File: src/rtl/fb_pkg.sv
// Shared definitions for the 1-bit 320x240 frame buffer read path:
// geometry defaults, scan FSM states and the per-pixel tag layouts.
package fb_pkg;

  localparam int IM_WIDTH   = 320;
  localparam int IM_HEIGHT  = 240;
  localparam int ADDR_WIDTH = 17;
  localparam int FB_PIXELS  = IM_WIDTH * IM_HEIGHT;

  typedef enum logic [1:0] {
    IDLE  = 2'd0,
    ISSUE = 2'd1,
    DRAIN = 2'd2,
    DONE  = 2'd3
  } fb_state_e;

  // Travels next to each BRAM read while the data is in flight.
  typedef struct packed {
    logic issued;
    logic sof;
    logic eol;
    logic eof;
  } fb_tag_t;

  // One landed pixel: BRAM data plus its raster markers.
  typedef struct packed {
    logic data;
    logic sof;
    logic eol;
    logic eof;
  } fb_pix_t;

  // Width of a counter that must hold values 0..max_value.
  function automatic int fb_count_width(input int max_value);
    return (max_value > 0) ? $clog2(max_value + 1) : 1;
  endfunction

endpackage

File: src/rtl/fb_skid_fifo.sv
// Small synchronous landing FIFO for pixels returning from the BRAM.
// Head is visible combinationally; count reports the occupancy so the
// issuer can reserve space before a read is launched.
module fb_skid_fifo
  import fb_pkg::*;
#(
  parameter int WIDTH = 4,
  parameter int DEPTH = 3
) (
  input  logic                              clk,
  input  logic                              rst_n,
  input  logic                              push,
  input  logic [WIDTH-1:0]                  push_data,
  input  logic                              pop,
  output logic [WIDTH-1:0]                  head,
  output logic [fb_count_width(DEPTH)-1:0]  count
);

  localparam int PTR_W = (DEPTH > 1) ? $clog2(DEPTH) : 1;
  localparam int CNT_W = fb_count_width(DEPTH);
  localparam logic [PTR_W-1:0] PTR_LAST = PTR_W'(DEPTH - 1);
  localparam logic [CNT_W-1:0] CNT_FULL = CNT_W'(DEPTH);

  logic [WIDTH-1:0] mem [DEPTH];
  logic [PTR_W-1:0] wr_ptr_reg;
  logic [PTR_W-1:0] rd_ptr_reg;
  logic [CNT_W-1:0] count_reg;
  logic             do_pop;

  // Depth need not be a power of two, so pointers wrap explicitly.
  function automatic logic [PTR_W-1:0] ptr_inc(input logic [PTR_W-1:0] ptr);
    return (ptr == PTR_LAST) ? '0 : ptr + PTR_W'(1);
  endfunction

  assign do_pop = pop && (count_reg != '0);

  // Storage write; entries are only observed once counted, so no reset.
  always_ff @(posedge clk) begin
    if (push) begin
      mem[wr_ptr_reg] <= push_data;
    end
  end

  // Pointer and occupancy bookkeeping; push+pop together keeps the count.
  always_ff @(posedge clk) begin
    if (!rst_n) begin
      wr_ptr_reg <= '0;
      rd_ptr_reg <= '0;
      count_reg  <= '0;
    end else begin
      if (push) begin
        wr_ptr_reg <= ptr_inc(wr_ptr_reg);
      end
      if (do_pop) begin
        rd_ptr_reg <= ptr_inc(rd_ptr_reg);
      end
      case ({push, do_pop})
        2'b10:   count_reg <= count_reg + CNT_W'(1);
        2'b01:   count_reg <= count_reg - CNT_W'(1);
        default: count_reg <= count_reg;
      endcase
    end
  end

  assign head  = mem[rd_ptr_reg];
  assign count = count_reg;

  // The issuer reserves a slot for every read, so a push into a full
  // FIFO without a matching pop means the reservation logic is broken.
  fifo_no_overflow: assert property (
    @(posedge clk) disable iff (!rst_n)
      !(push && !do_pop && (count_reg == CNT_FULL))
  );

endmodule

File: src/rtl/fb_scan_reader.sv
// Raster-order read engine for the 1-bit frame buffer. Issues one BRAM
// read per cycle while landing space is reserved, tracks each read with a
// tag pipeline matching the BRAM latency and presents a valid/ready pixel
// stream with start-of-frame, end-of-line and end-of-frame markers.
module fb_scan_reader #(
  parameter int IM_WIDTH   = fb_pkg::IM_WIDTH,
  parameter int IM_HEIGHT  = fb_pkg::IM_HEIGHT,
  parameter int ADDR_WIDTH = fb_pkg::ADDR_WIDTH,
  parameter int RD_LATENCY = 1
) (
  input  logic                  clk,
  input  logic                  rst_n,
  input  logic                  start,
  output logic                  busy,
  output logic                  frame_done,
  output logic [ADDR_WIDTH-1:0] bram_addr,
  input  logic                  bram_dout,
  output logic                  out_valid,
  input  logic                  out_ready,
  output logic                  out_data,
  output logic                  out_sof,
  output logic                  out_eol,
  output logic                  out_eof
);

  import fb_pkg::*;

  // Landing space covers every read in flight plus two extra slots, which
  // is what lets the issuer sustain one read per clock with ready high.
  localparam int FIFO_DEPTH = RD_LATENCY + 2;
  localparam int CNT_W      = fb_count_width(FIFO_DEPTH);
  localparam int XW         = (IM_WIDTH > 1) ? $clog2(IM_WIDTH) : 1;
  localparam int YW         = (IM_HEIGHT > 1) ? $clog2(IM_HEIGHT) : 1;
  localparam logic [XW-1:0]  X_LAST      = XW'(IM_WIDTH - 1);
  localparam logic [YW-1:0]  Y_LAST      = YW'(IM_HEIGHT - 1);
  localparam logic [CNT_W:0] DEPTH_LIMIT = (CNT_W + 1)'(FIFO_DEPTH);

  if (RD_LATENCY < 1 || RD_LATENCY > 2) begin : g_bad_rd_latency
    $error("fb_scan_reader: RD_LATENCY must be 1 or 2");
  end
  if ((64'd1 << ADDR_WIDTH) < 64'(IM_WIDTH * IM_HEIGHT)) begin : g_bad_addr_width
    $error("fb_scan_reader: ADDR_WIDTH too small for the frame");
  end

  fb_state_e state_reg;
  fb_state_e state_next;

  logic [ADDR_WIDTH-1:0] addr_reg;
  logic [XW-1:0]         x_reg;
  logic [YW-1:0]         y_reg;

  logic                     issue;
  logic                     room;
  logic                     last_pix;
  logic                     push;
  logic                     pop;
  fb_tag_t                  issue_tag;
  fb_tag_t                  emerge_tag;
  fb_tag_t [RD_LATENCY-1:0] tag_pipe;
  logic [CNT_W-1:0]         in_flight;
  logic [CNT_W-1:0]         fifo_count;
  fb_pix_t                  push_pix;
  fb_pix_t                  head_pix;

  assign last_pix = (x_reg == X_LAST) && (y_reg == Y_LAST);

  // Reserve a landing slot for every outstanding read before issuing.
  assign room = ({1'b0, in_flight} + {1'b0, fifo_count}) < DEPTH_LIMIT;

  // FSM state register.
  always_ff @(posedge clk) begin
    if (!rst_n) begin
      state_reg <= IDLE;
    end else begin
      state_reg <= state_next;
    end
  end

  // Next-state and issue decision.
  always_comb begin
    state_next = state_reg;
    issue      = 1'b0;
    case (state_reg)
      IDLE: begin
        if (start) begin
          state_next = ISSUE;
        end
      end
      ISSUE: begin
        if (room) begin
          issue = 1'b1;
          if (last_pix) begin
            state_next = DRAIN;
          end
        end
      end
      DRAIN: begin
        // The eof pixel is the last one out, so its handshake means the
        // tag pipeline and FIFO are both empty from the next edge on.
        if (pop && head_pix.eof) begin
          state_next = DONE;
        end
      end
      DONE: begin
        state_next = IDLE;
      end
      default: begin
        state_next = IDLE;
      end
    endcase
  end

  // Raster counters kept separately from the linear address (no multiply).
  always_ff @(posedge clk) begin
    if (!rst_n) begin
      addr_reg <= '0;
      x_reg    <= '0;
      y_reg    <= '0;
    end else if (state_reg == IDLE && start) begin
      addr_reg <= '0;
      x_reg    <= '0;
      y_reg    <= '0;
    end else if (issue) begin
      addr_reg <= addr_reg + ADDR_WIDTH'(1);
      if (x_reg == X_LAST) begin
        x_reg <= '0;
        y_reg <= (y_reg == Y_LAST) ? '0 : y_reg + YW'(1);
      end else begin
        x_reg <= x_reg + XW'(1);
      end
    end
  end

  // Markers for the address being issued this cycle.
  always_comb begin
    issue_tag        = '0;
    issue_tag.issued = issue;
    issue_tag.sof    = issue && (x_reg == '0) && (y_reg == '0);
    issue_tag.eol    = issue && (x_reg == X_LAST);
    issue_tag.eof    = issue && last_pix;
  end

  // Tag shift register aligned with the BRAM read latency.
  always_ff @(posedge clk) begin
    if (!rst_n) begin
      tag_pipe <= '0;
    end else begin
      tag_pipe[0] <= issue_tag;
      for (int i = RD_LATENCY - 1; i > 0; i--) begin
        tag_pipe[i] <= tag_pipe[i-1];
      end
    end
  end

  // Number of reads launched whose data has not yet landed.
  always_comb begin
    in_flight = '0;
    for (int i = 0; i < RD_LATENCY; i++) begin
      in_flight = in_flight + CNT_W'(tag_pipe[i].issued);
    end
  end

  // Only cycles that actually issued a read deliver data to the FIFO.
  assign emerge_tag = tag_pipe[RD_LATENCY-1];
  assign push       = emerge_tag.issued;
  assign push_pix   = {bram_dout, emerge_tag.sof, emerge_tag.eol, emerge_tag.eof};

  fb_skid_fifo #(
    .WIDTH ($bits(fb_pix_t)),
    .DEPTH (FIFO_DEPTH)
  ) u_fifo (
    .clk       (clk),
    .rst_n     (rst_n),
    .push      (push),
    .push_data (push_pix),
    .pop       (pop),
    .head      (head_pix),
    .count     (fifo_count)
  );

  // Stream side: the FIFO head, forced to zero whenever nothing is valid.
  assign out_valid = (fifo_count != '0);
  assign pop       = out_valid && out_ready;
  assign out_data  = out_valid && head_pix.data;
  assign out_sof   = out_valid && head_pix.sof;
  assign out_eol   = out_valid && head_pix.eol;
  assign out_eof   = out_valid && head_pix.eof;

  assign busy       = (state_reg != IDLE);
  assign frame_done = (state_reg == DONE);
  assign bram_addr  = addr_reg;

endmodule

File: config.mk
export PLATFORM = sky130hd
export DESIGN_NAME = fb_scan_reader
export DESIGN_NICKNAME = d
export VERILOG_FILES = /design/src/rtl/fb_pkg.sv /design/src/rtl/fb_skid_fifo.sv /design/src/rtl/fb_scan_reader.sv
export SDC_FILE = /design/constraint.sdc
export NUM_CORES = 1
export LEC_CHECK = 0
export ABC_AREA = 1
export CAP_MARGIN = 25
export CORE_MARGIN = 5
export CORE_UTILIZATION = 51
export DETAILED_ROUTE_END_ITERATION = 8
export PLACE_DENSITY_LB_ADDON = 0.1
export SYNTH_ARGS = -nofsm -noshare
export SYNTH_HDL_FRONTEND = slang
export SYNTH_SLANG_ARGS = --single-unit
File: constraint.sdc
create_clock -name clk -period 1.64 [get_ports clk]
set_input_delay 0.246 -clock clk [delete_from_list [all_inputs] [get_ports clk]]
set_output_delay 0.246 -clock clk [all_outputs]
set_load 0.05 [all_outputs]
==> results.sh <==
export IMPL_hold_path_class="reg -> reg"
export IMPL_nNetsFinal=491
export IMPL_globalRouteOverflowTotal=0
export IMPL_routed_wl_mm=6.45
export IMPL_num_antenna_cells=0
export IMPL_place_ws_ps=-125
export IMPL_dieArea_sq_mm=0.00751
export IMPL_tightest_slew_ps=332
export IMPL_antenna_found_initial=0
export IMPL_grt_max_degree=14
export IMPL_drt_iter0_drc=104
export IMPL_portBuffers=28
export IMPL_synth_avg_cell_area_sq_um=7.53
export IMPL_fin_crit_sh=1.03
export IMPL_rsz0062_at_grt="true"
export IMPL_insertion_delay_ps=350
export IMPL_grt_pass1_wl_mm=11.1
export IMPL_crit_slowest_cell="dfxtp_2"
export IMPL_ctsLongestPathBuffers=2
export IMPL_fmax_ghz=0.590
export IMPL_wl_per_cell_um=11.6
export IMPL_cp_required_ps=1880
export IMPL_ctsRootBufferMaster="clkbuf_8"
export IMPL_cts_tree="done"
export IMPL_failed_checks="negative setup slack"
export IMPL_synth_top_area_frac=0.321
export IMPL_fin_util=0.708
export IMPL_slew_violations=0
export IMPL_drive_gt1_frac=0.296
export IMPL_whs_endpoint="u_fifo.mem[1][1]$_DFFE_PP_"
export IMPL_syn_instance_count=398
export IMPL_power_total_uw=4970
export IMPL_cp_max_fo=8
export IMPL_ys_seq_elements=60
export IMPL_start_util=0.515
export IMPL_drc=0
export IMPL_r2r_start="u_fifo.count[0]$_SDFFE_PN0P_"
export IMPL_fp_coreArea_sq_mm=0.00582
export IMPL_ys_types=37
export IMPL_synth_async_reset_ratio=0
export IMPL_yosys_warnings=0
export IMPL_hpwl_mm=4.70
export IMPL_cp_buffers_inverters=2
export IMPL_synth_area_leaders="dfxtp_1, edfxtp_1, nand2_1"
export IMPL_syn_to_final_growth_pct=37.4
export IMPL_worst_ir_drop_vdd_uv=960
export IMPL_clock_sinks=60
export IMPL_synth_edff_count=12
export IMPL_rrSetupSlack_ps=-60
export IMPL_start_kind="flop"
export IMPL_ioPinCount=29
export IMPL_h_tree_depth=3
export IMPL_ant_nets=0
export IMPL_r2r_end="x_reg[3]$_SDFFE_PP0P_"
export IMPL_leakage_uw=0.00176
export IMPL_period_needed_ps=1700
export IMPL_holdBufCountCts=0
export IMPL_relSlewSlack=0.778
export IMPL_crit_path_cell_trace="ha_4 > ha_4 > a21oi_4 > nand2_4 > buf_8 > nor2_4 > buf_4 > xor2_1 > nor2_1"
export IMPL_die_w_um=86.7
export IMPL_path_delay_family="adder cells"
export IMPL_dr_pass1_iters=4
export IMPL_gr_usage_all_layers=0.186
export IMPL_ys_seq_area_frac=0.441
export IMPL_num_rows=28
export IMPL_yosysTopAreaCell="dfxtp_1"
export IMPL_worstRegToRegCells=9
export IMPL_setup_worst_path_start="u_fifo.count[0]$_SDFFE_PN0P_"
export IMPL_endpoint_kind="flop"
export IMPL_critPathMostFrequentCell="ha_4"
export IMPL_vias=2699
export IMPL_numCtsBuffers=9
export IMPL_cellPowerDensity_mw_per_mm2=1210
export IMPL_status="complete, but fails checks"
export IMPL_crit_arrival_ps=1930
export IMPL_vias_per_cell=4.87
export IMPL_die_h_um=86.7
export IMPL_fin_ws_ps=-56.1
export IMPL_worstHoldPathCells=0
export IMPL_largest_reg_flops=17
export IMPL_synth_nets=415
export IMPL_synth_flop_cell="dfxtp_1"
export IMPL_fin_skew_ps=9.33
export IMPL_critPathKind="reg -> reg"
export IMPL_max_stage_delay_ps=340
export IMPL_first_global_vias=2520
export IMPL_worstHoldStart="emerge_tag[1]$_SDFF_PN0_"
export IMPL_synth_area_sq_mm=0.00300
export IMPL_setup_viol=16
export IMPL_finalHoldViolations=0
export IMPL_clk_pin_slew_worst_paths_ps=80
export IMPL_drv_cap=0
export IMPL_routabilityCongestion=0.792
[synth_stat cells, types with 3 or more instances]
master / count
nand2_1: 82
nor2_1: 60
inv_1: 59
dfxtp_1: 48
a21oi_1: 25
nand3_1: 22
o21ai_0: 18
edfxtp_1: 12
ha_1: 12
nor3_1: 10
inv_2: 5
xor2_1: 5
nand4_1: 4
nand2_4: 3
o211ai_1: 3
[final cells by class]
| class | count | area (sq um) |
|---|---|---|
| clock buffers | 9 | 124 |
| well taps | 75 | 93.8 |
| inverters | 65 | 254 |
| fillers | 453 | 1700 |
| flip-flops and latches | 60 | 1330 |
| repair buffers | 68 | 667 |
| multi-input cells | 270 | 1590 |
| clock inverters | 7 | 58.8 |
[per-stage QoR]
stage	cells	TNS (ps)	hold slack (ps)	cell area, sq um
floorplan	398	-197	345	3030
global placement	528	-452	431	3670
detailed placement	528	-984	438	3670
CTS	550	-733	456	3960
global route	554	-3150	481	4120
finish	554	-215	451	4120
[cell usage in the layout, fill, tap and decap left out, types with 9 or more instances in the layout]
cell type   n
ha_1       10
buf_4      47
a21oi_1    18
dfxtp_1    41
clkbuf_8    9
buf_12      9
nand3_1    19
o21ai_0    11
edfxtp_1   12
nand2_1    77
nor2_1     54
inv_1      56
[worst max path at each step]
stage          slack (ps)  depth (start not counted)                          to
2_1_floorplan         -80                          8  bram_addr[13]$_SDFFE_PP0P_
3_3_place_gp          -80                          9       x_reg[4]$_SDFFE_PP0P_
3_5_place_dp         -120                          9       x_reg[4]$_SDFFE_PP0P_
4_1_cts               -70                         10       x_reg[7]$_SDFFE_PP0P_
5_1_grt              -140                          9       x_reg[3]$_SDFFE_PP0P_
6_report              -60                          9       x_reg[3]$_SDFFE_PP0P_
[repair_timing]
item,CTS,global route
resized for setup,24,35
buffers inserted,6,4
pin swaps,13,12
endpoints found under the setup margin,31,43
[cell families after synthesis]
family	after synthesis	share of synthesized area
AOI/OAI and AO/OA	54	0.102
xor gates and xnor gates	6	0.0175
adders and majority gates	12	0.0501
buffers and inverters	68	0.0881
DFF	60	0.441
and+or+nand+nor	198	0.301
[metal layers]
metal	global-route usage	vias up	routed length (um)
met4	0.0737	0	59
met5	0	-	0
li1	-	1429	-
met3	0.0494	6	354
met1	0.236	1206	3050
met2	0.302	58	2990
[report_power, final]
| part | leakage (uW) | internal (uW) | switching [uW] | total, uW |
|---|---|---|---|---|
| Clock | 0.0000868 | 567 | 647 | 1210 |
| Sequential | 0.000502 | 1650 | 97.2 | 1750 |
| Combinational | 0.00117 | 908 | 1100 | 2010 |
Power figures use the tool's default switching activity.
